**src/rtl/lsu_pkg.sv**
```systemverilog
// Shared types and decode helpers for the load/store memory initiator.
package lsu_pkg;

    localparam logic [2:0] F3_B  = 3'b000;
    localparam logic [2:0] F3_H  = 3'b001;
    localparam logic [2:0] F3_W  = 3'b010;
    localparam logic [2:0] F3_BU = 3'b100;
    localparam logic [2:0] F3_HU = 3'b101;

    typedef enum logic [1:0] {
        IDLE,
        ACCESS,
        RESP
    } lsu_state_t;

    // Access size in bytes; illegal codes report 4 and are rejected elsewhere.
    function automatic logic [2:0] access_size(input logic [2:0] funct3);
        unique case (funct3)
            F3_B, F3_BU: access_size = 3'd1;
            F3_H, F3_HU: access_size = 3'd2;
            default:     access_size = 3'd4;
        endcase
    endfunction

    function automatic logic funct3_legal(input logic we, input logic [2:0] funct3);
        if (we) begin
            funct3_legal = (funct3 == F3_B) || (funct3 == F3_H) || (funct3 == F3_W);
        end else begin
            funct3_legal = (funct3 == F3_B) || (funct3 == F3_H) || (funct3 == F3_W) ||
                           (funct3 == F3_BU) || (funct3 == F3_HU);
        end
    endfunction

    function automatic logic [3:0] store_mask(input logic [2:0] funct3);
        unique case (funct3)
            F3_B:    store_mask = 4'b0001;
            F3_H:    store_mask = 4'b0011;
            F3_W:    store_mask = 4'b1111;
            default: store_mask = 4'b0000;
        endcase
    endfunction

endpackage

```
**src/rtl/lsu_mem_access_if.sv**
```systemverilog
// Request/response and memory-port bundle; slave is the LSU, master is its environment.
interface lsu_mem_access_if #(
    parameter int unsigned ADDR_W = 32
);
    logic              req_valid;
    logic              req_ready;
    logic              req_we;
    logic [2:0]        req_funct3;
    logic [ADDR_W-1:0] req_addr;
    logic [31:0]       req_wdata;
    logic              resp_valid;
    logic [31:0]       resp_rdata;
    logic              resp_fault;
    logic [ADDR_W-1:0] mem_address;
    logic [31:0]       mem_write_data;
    logic              mem_write_enable;
    logic [3:0]        mem_write_mask;
    logic [31:0]       mem_read_data;

    modport master (
        output req_valid, req_we, req_funct3, req_addr, req_wdata, mem_read_data,
        input  req_ready, resp_valid, resp_rdata, resp_fault,
        input  mem_address, mem_write_data, mem_write_enable, mem_write_mask
    );

    modport slave (
        input  req_valid, req_we, req_funct3, req_addr, req_wdata, mem_read_data,
        output req_ready, resp_valid, resp_rdata, resp_fault,
        output mem_address, mem_write_data, mem_write_enable, mem_write_mask
    );
endinterface

```
**src/rtl/load_extend.sv**
```systemverilog
// Selects the low byte/halfword of a loaded word and sign- or zero-extends it.
module load_extend
    import lsu_pkg::*;
(
    input  logic [2:0]  funct3,
    input  logic [31:0] raw,
    output logic [31:0] result
);

    always_comb begin
        result = raw;
        unique case (funct3)
            F3_B:    result = {{24{raw[7]}}, raw[7:0]};
            F3_H:    result = {{16{raw[15]}}, raw[15:0]};
            F3_BU:   result = {24'h0, raw[7:0]};
            F3_HU:   result = {16'h0, raw[15:0]};
            default: result = raw;
        endcase
    end

endmodule

```
**src/rtl/lsu_mem_access.sv**
```systemverilog
// Load/store initiator: one request at a time, IDLE -> ACCESS -> RESP, registered outputs.
// Optional misalignment trapping is enabled by defining LSU_MISALIGN_TRAP_EN.
module lsu_mem_access
    import lsu_pkg::*;
#(
    parameter int unsigned DMEM_BYTES = 4096,
    parameter int unsigned ADDR_W     = 32
) (
    input logic               clk,
    input logic               rst_n,
    lsu_mem_access_if.slave   bus
);

    lsu_state_t        state;
    logic              we_q;
    logic [2:0]        funct3_q;
    logic              fault_q;
    logic              resp_valid_q;
    logic [31:0]       resp_rdata_q;
    logic              resp_fault_q;
    logic [ADDR_W-1:0] mem_address_q;
    logic [31:0]       mem_write_data_q;
    logic              mem_write_enable_q;
    logic [3:0]        mem_write_mask_q;

    logic [2:0]        req_size;
    logic [ADDR_W:0]   req_last_byte;
    logic              req_misaligned;
    logic              req_fault;
    logic [31:0]       load_ext;

    // Decode the incoming request so the ACCESS-cycle outputs can be registered at accept.
    always_comb begin
        req_size      = access_size(bus.req_funct3);
        // One extra bit so an access near the top of the address space cannot wrap.
        req_last_byte = {1'b0, bus.req_addr} + (ADDR_W + 1)'(req_size) - (ADDR_W + 1)'(1);
`ifdef LSU_MISALIGN_TRAP_EN
        req_misaligned = ((req_size == 3'd2) && bus.req_addr[0]) ||
                         ((req_size == 3'd4) && (bus.req_addr[1:0] != 2'b00));
`else
        req_misaligned = 1'b0;
`endif
        req_fault = !funct3_legal(bus.req_we, bus.req_funct3) ||
                    (req_last_byte >= (ADDR_W + 1)'(DMEM_BYTES)) ||
                    req_misaligned;
    end

    load_extend u_load_extend (
        .funct3 (funct3_q),
        .raw    (bus.mem_read_data),
        .result (load_ext)
    );

    always_ff @(posedge clk or negedge rst_n) begin
        if (!rst_n) begin
            state              <= IDLE;
            we_q               <= 1'b0;
            funct3_q           <= 3'b000;
            fault_q            <= 1'b0;
            resp_valid_q       <= 1'b0;
            resp_rdata_q       <= 32'h0;
            resp_fault_q       <= 1'b0;
            mem_address_q      <= '0;
            mem_write_data_q   <= 32'h0;
            mem_write_enable_q <= 1'b0;
            mem_write_mask_q   <= 4'b0000;
        end else begin
            unique case (state)
                IDLE, RESP: begin
                    resp_valid_q <= 1'b0;
                    if (bus.req_valid) begin
                        we_q               <= bus.req_we;
                        funct3_q           <= bus.req_funct3;
                        fault_q            <= req_fault;
                        mem_address_q      <= bus.req_addr;
                        mem_write_data_q   <= bus.req_wdata;
                        mem_write_enable_q <= bus.req_we && !req_fault;
                        mem_write_mask_q   <= (bus.req_we && !req_fault) ?
                                              store_mask(bus.req_funct3) : 4'b0000;
                        state              <= ACCESS;
                    end else begin
                        state <= IDLE;
                    end
                end
                ACCESS: begin
                    resp_valid_q       <= 1'b1;
                    resp_fault_q       <= fault_q;
                    resp_rdata_q       <= (we_q || fault_q) ? 32'h0 : load_ext;
                    mem_address_q      <= '0;
                    mem_write_data_q   <= 32'h0;
                    mem_write_enable_q <= 1'b0;
                    mem_write_mask_q   <= 4'b0000;
                    state              <= RESP;
                end
                default: begin
                    state <= IDLE;
                end
            endcase
        end
    end

    assign bus.req_ready        = (state != ACCESS);
    assign bus.resp_valid       = resp_valid_q;
    assign bus.resp_rdata       = resp_rdata_q;
    assign bus.resp_fault       = resp_fault_q;
    assign bus.mem_address      = mem_address_q;
    assign bus.mem_write_data   = mem_write_data_q;
    assign bus.mem_write_enable = mem_write_enable_q;
    assign bus.mem_write_mask   = mem_write_mask_q;

endmodule

```
**src/flat_wrapper.sv**
```systemverilog
// flat-port wrapper written by rule: the top's interface ports become plain ports
module lsu_mem_access_flat import lsu_pkg::*;
#(
    parameter int unsigned DMEM_BYTES = 4096,
    parameter int unsigned ADDR_W     = 32
)
  (clk, rst_n, bus_req_valid, bus_req_we, bus_req_funct3, bus_req_addr, bus_req_wdata, bus_mem_read_data, bus_req_ready, bus_resp_valid, bus_resp_rdata, bus_resp_fault, bus_mem_address, bus_mem_write_data, bus_mem_write_enable, bus_mem_write_mask);
  lsu_mem_access_if #(.ADDR_W(ADDR_W)) bus_i ();
  input logic clk;
  input logic rst_n;
  input wire logic [$bits(bus_i.req_valid)-1:0] bus_req_valid;
  input wire logic [$bits(bus_i.req_we)-1:0] bus_req_we;
  input wire logic [$bits(bus_i.req_funct3)-1:0] bus_req_funct3;
  input wire logic [$bits(bus_i.req_addr)-1:0] bus_req_addr;
  input wire logic [$bits(bus_i.req_wdata)-1:0] bus_req_wdata;
  input wire logic [$bits(bus_i.mem_read_data)-1:0] bus_mem_read_data;
  output wire logic [$bits(bus_i.req_ready)-1:0] bus_req_ready;
  output wire logic [$bits(bus_i.resp_valid)-1:0] bus_resp_valid;
  output wire logic [$bits(bus_i.resp_rdata)-1:0] bus_resp_rdata;
  output wire logic [$bits(bus_i.resp_fault)-1:0] bus_resp_fault;
  output wire logic [$bits(bus_i.mem_address)-1:0] bus_mem_address;
  output wire logic [$bits(bus_i.mem_write_data)-1:0] bus_mem_write_data;
  output wire logic [$bits(bus_i.mem_write_enable)-1:0] bus_mem_write_enable;
  output wire logic [$bits(bus_i.mem_write_mask)-1:0] bus_mem_write_mask;
  assign bus_i.req_valid = bus_req_valid;
  assign bus_i.req_we = bus_req_we;
  assign bus_i.req_funct3 = bus_req_funct3;
  assign bus_i.req_addr = bus_req_addr;
  assign bus_i.req_wdata = bus_req_wdata;
  assign bus_i.mem_read_data = bus_mem_read_data;
  assign bus_req_ready = bus_i.req_ready;
  assign bus_resp_valid = bus_i.resp_valid;
  assign bus_resp_rdata = bus_i.resp_rdata;
  assign bus_resp_fault = bus_i.resp_fault;
  assign bus_mem_address = bus_i.mem_address;
  assign bus_mem_write_data = bus_i.mem_write_data;
  assign bus_mem_write_enable = bus_i.mem_write_enable;
  assign bus_mem_write_mask = bus_i.mem_write_mask;
  lsu_mem_access #(.DMEM_BYTES(DMEM_BYTES), .ADDR_W(ADDR_W)) u_core (.clk(clk), .rst_n(rst_n), .bus(bus_i));
endmodule
```
**config.mk**
```make
export PLATFORM = sky130hd
export DESIGN_NAME = lsu_mem_access_flat
export DESIGN_NICKNAME = d
export VERILOG_FILES = /design/src/rtl/lsu_pkg.sv /design/src/rtl/lsu_mem_access_if.sv /design/src/rtl/load_extend.sv /design/src/rtl/lsu_mem_access.sv /design/src/flat_wrapper.sv
export SDC_FILE = /design/constraint.sdc
export NUM_CORES = 1
export LEC_CHECK = 0
export ABC_AREA = 1
export BUFFER_PORTS_ARGS = -buffer_cell sky130_fd_sc_hd__buf_2
export CORE_AREA = 3 3 144 146
export CTS_CLUSTER_DIAMETER = 80
export DETAILED_ROUTE_END_ITERATION = 16
export DIE_AREA = 0 0 147 149
export PLACE_DENSITY_LB_ADDON = 0.12
export SYNTH_ARGS = -nofsm -noshare
export SYNTH_HDL_FRONTEND = slang
export SYNTH_HIERARCHICAL = 1
export SYNTH_SLANG_ARGS = --single-unit
```
**constraint.sdc**
```tcl
create_clock -name clk -period 2.7 [get_ports clk]
set_clock_uncertainty 0.15 [all_clocks]
set_input_delay 0.405 -clock clk [delete_from_list [all_inputs] [get_ports clk]]
set_output_delay 0.405 -clock clk [all_outputs]
set_load 0.1 [all_outputs]
```
==> results.toml <==
[power]
power_frac_comb_pct = 39.0
p_leak_nw = 5.05
p_sw_mw = 2.28
powerDensity_mw_per_mm2 = 594
power.share.sequential_pct = 35.4
peakVddDrop_mv = 0.253
swShare_pct = 44.1
p_int_mw = 2.88
pwr-share-clk_pct = 25.6

[floorplan]
fp.coreArea_sq_mm = 0.0195
dieArea_sq_mm = 0.0219
die_h_um = 149
initial_core_util_pct = 34.7
fp-row-count = 51
die_w_um = 147
ios = 207

[worst_setup_path]
required_ns = 2.80
endpoint_kind = "register"
rrSetupSlack_ns = 0.82
crit_path_start = "bus_req_funct3[1]"
crit_end = "u_core/fault_q"
critical_path_class = "primary input to register"
r2r-end = "u_core/bus.mem_address[29]"
reg2reg_depth = 8
path_max_fanout = 4
timing.rr.start = "u_core/state[0]"
arrival_ns = 2.66
start_kind = "primary input"

[timing]
fmax_mhz = 390
hold_violations = 0
worstMarginPinSlew_ns = 0.721
fin_ws_ns = 0.138
rsz0062_at_grt = "true"
slew_headroom_pct = 51.9
maxSlewViolCount = 0
setup_viol = 0
fin_crit_sh_pct = 94.9
period_needed_ns = 2.56
fin_setup_tns_ns = 0

[place]
pre_cts_slack_ns = -0.344
io_buffers = 206
dpl.hpwl_um = 16300
place_congestion = 0.888
dpl_cell_area_sq_mm = 0.00825

[finish]
layout_commonest_cell = "nand2_1"
design_area_sq_mm = 0.00869
area_growth_pct = 28.4
antenna-diode-count = 0
final_cell_mix = "nand2_1, buf_2, inv_1"
drive_above_1_share_pct = 28.5
fin_nets = 1261

[routing]
first_iter_violations = 261
routedWlPerCell_um = 14.8
viasPerCell = 4.72
drc = 0
drt_first_pass_iters = 4
final_antenna_net_count = 0
routed_wl_um = 20600
vias = 6580

[clock_tree]
cts_tree = "yes"
root_buffer = "clkbuf_16"
clkTransAtPathRegs_ns = 0.08
htreeDepth = 3
numCtsBuffers = 9
clock_path_buffers = 2
clk_latency_ns = 0.35
cts.sinks = 109

[global_routing]
grt_usage_pct = 18.5
grt_first_pass_wirelength_um = 32800
grt_max_degree = 53
overflow = 0
grt_pass1_vias = 6306
antenna_found_initial = 0

[yosys]
ys_seq_area_share_pct = 40.3
synth_cell_types = 33
synth.avg_cell_area_sq_um = 7.53
syn_nets = 1037
netlist_area_sq_mm = 0.00677
synth_area_leader_cell = "dfrtp_1"
ys_seq_elements = 109
synth_area_leaders = "dfrtp_1, nand2_1, inv_1, ha_1, a32o_1"
syn_inst = 899
synth_top_area_share_pct = 40.3
yosysWarnings = 6

[status]
status = "completed"

[worst_hold_path]
hold_class = "primary input to register"

[flow_run]
max-cap-violations = 0
-- flip-flops by register name, indices dropped and copies added, names as in the netlist --
signal,count
u_core/we_q,1
u_core/bus.resp_rdata,32
u_core/bus.mem_address,32
u_core/bus.mem_write_enable,1
u_core/bus.mem_write_data,32
u_core/funct3_q,3
u_core/bus.resp_valid,1
u_core/fault_q,1
u_core/bus.resp_fault,1
u_core/state,2
u_core/bus.mem_write_mask,3
-- layout make-up --
type | count | area, sq um
clock buffers | 9 | 225
inverters | 152 | 574
clock inverters | 7 | 78.8
fillers | 2093 | 10800
flip-flops and latches | 109 | 2730
multi-input cells | 601 | 3370
well taps | 265 | 332
repair buffers | 250 | 1380
-- worst min-delay path by stage --
stage,startpoint,end,cells past startpoint
after detailed placement,u_core/state[1],u_core/state[1],1
after global routing,bus_req_wdata[5],u_core/bus.mem_write_data[5],2
after CTS,bus_req_wdata[6],u_core/bus.mem_write_data[6],2
after floorplan,rst_n,u_core/bus.mem_address[0],0
final,bus_req_wdata[5],u_core/bus.mem_write_data[5],2
after global placement,u_core/state[1],u_core/state[1],1
-- kinds of logic (layout without fill, tap and decap cells) --
group / after synthesis / after routing / synth area share, %
buffers and inverters: 189 / 418 / 11.7
flip-flops: 109 / 109 / 40.3
adder cells (fa/ha/maj): 35 / 35 / 6.58
AO/OA/AOI/OAI: 140 / 140 / 14.7
AND/OR/NAND/NOR: 426 / 426 / 26.7
-- power groups by stage --
stage	clock network (mW)	registers, mW	logic (mW)
final	1.32	1.83	2.01
after global routing	1.44	1.85	2.17
after CTS	1.37	1.83	2.00
after detailed placement	0	1.86	1.99
after global placement	0	1.86	1.99
after floorplan	0	2.67	0.677
-- per-layer routing --
layer  vias up  wire length, um  global-route usage (%)
met5         -                0                       0
met4         0              260                    4.05
met3        18             1080                    3.74
met2       154            10000                    32.0
met1      3061             9190                    24.2
li1       3347                -                       -
-- critical path, stage by stage --
cell and delay, ns:
buf_2 0.12, clkinvlp_4 0.08, nand2_1 0.05, ha_1 0.26
inv_1 0.06, ha_2 0.17, inv_1 0.05, fa_2 0.33
inv_2 0.08, nand3_2 0.06, nand3_2 0.08, nand3_2 0.08
nand4_1 0.11, nand2_1 0.06, nor2_1 0.08, nand2_1 0.06
nor2_2 0.12, nand3_2 0.09, nor2_4 0.14, nand3_2 0.08
nand2_1 0.06, inv_1 0.03
-- repair_timing --
item                                    in CTS  in global routing
setup buffers                                0                  1
hold endpoints to repair                    42                  0
gates resized for setup                      0                 31
endpoints found under the setup margin       0                  5
hold buffers                                 1                  0
-- synthesized netlist by cell type (all sizes together) --
master / number
nand3: 61
nor2: 57
dfrtp: 109
fa: 1
o21a: 2
nand2: 292
inv: 151
a32o: 32
ha: 34
clkbuf: 17
o211ai: 1
or2: 2
a21oi: 25
nand3b: 3
a22o: 32
nor3: 4
buf: 20
nand4: 7
clkinv: 1
o21bai: 2
o21ai: 46
-- per-stage QoR --
stage	std cells	power (mW)	hold slack, ns	util, %
after global routing	1393	5.45	0.116	44.5
after detailed placement	1375	3.85	0.264	42.2
after floorplan	899	3.34	-0.0406	-
after CTS	1392	5.20	0.108	43.9
after global placement	1375	3.85	0.266	42.2
final	1393	5.16	0.125	44.5
Power figures use the tool's default switching activity.
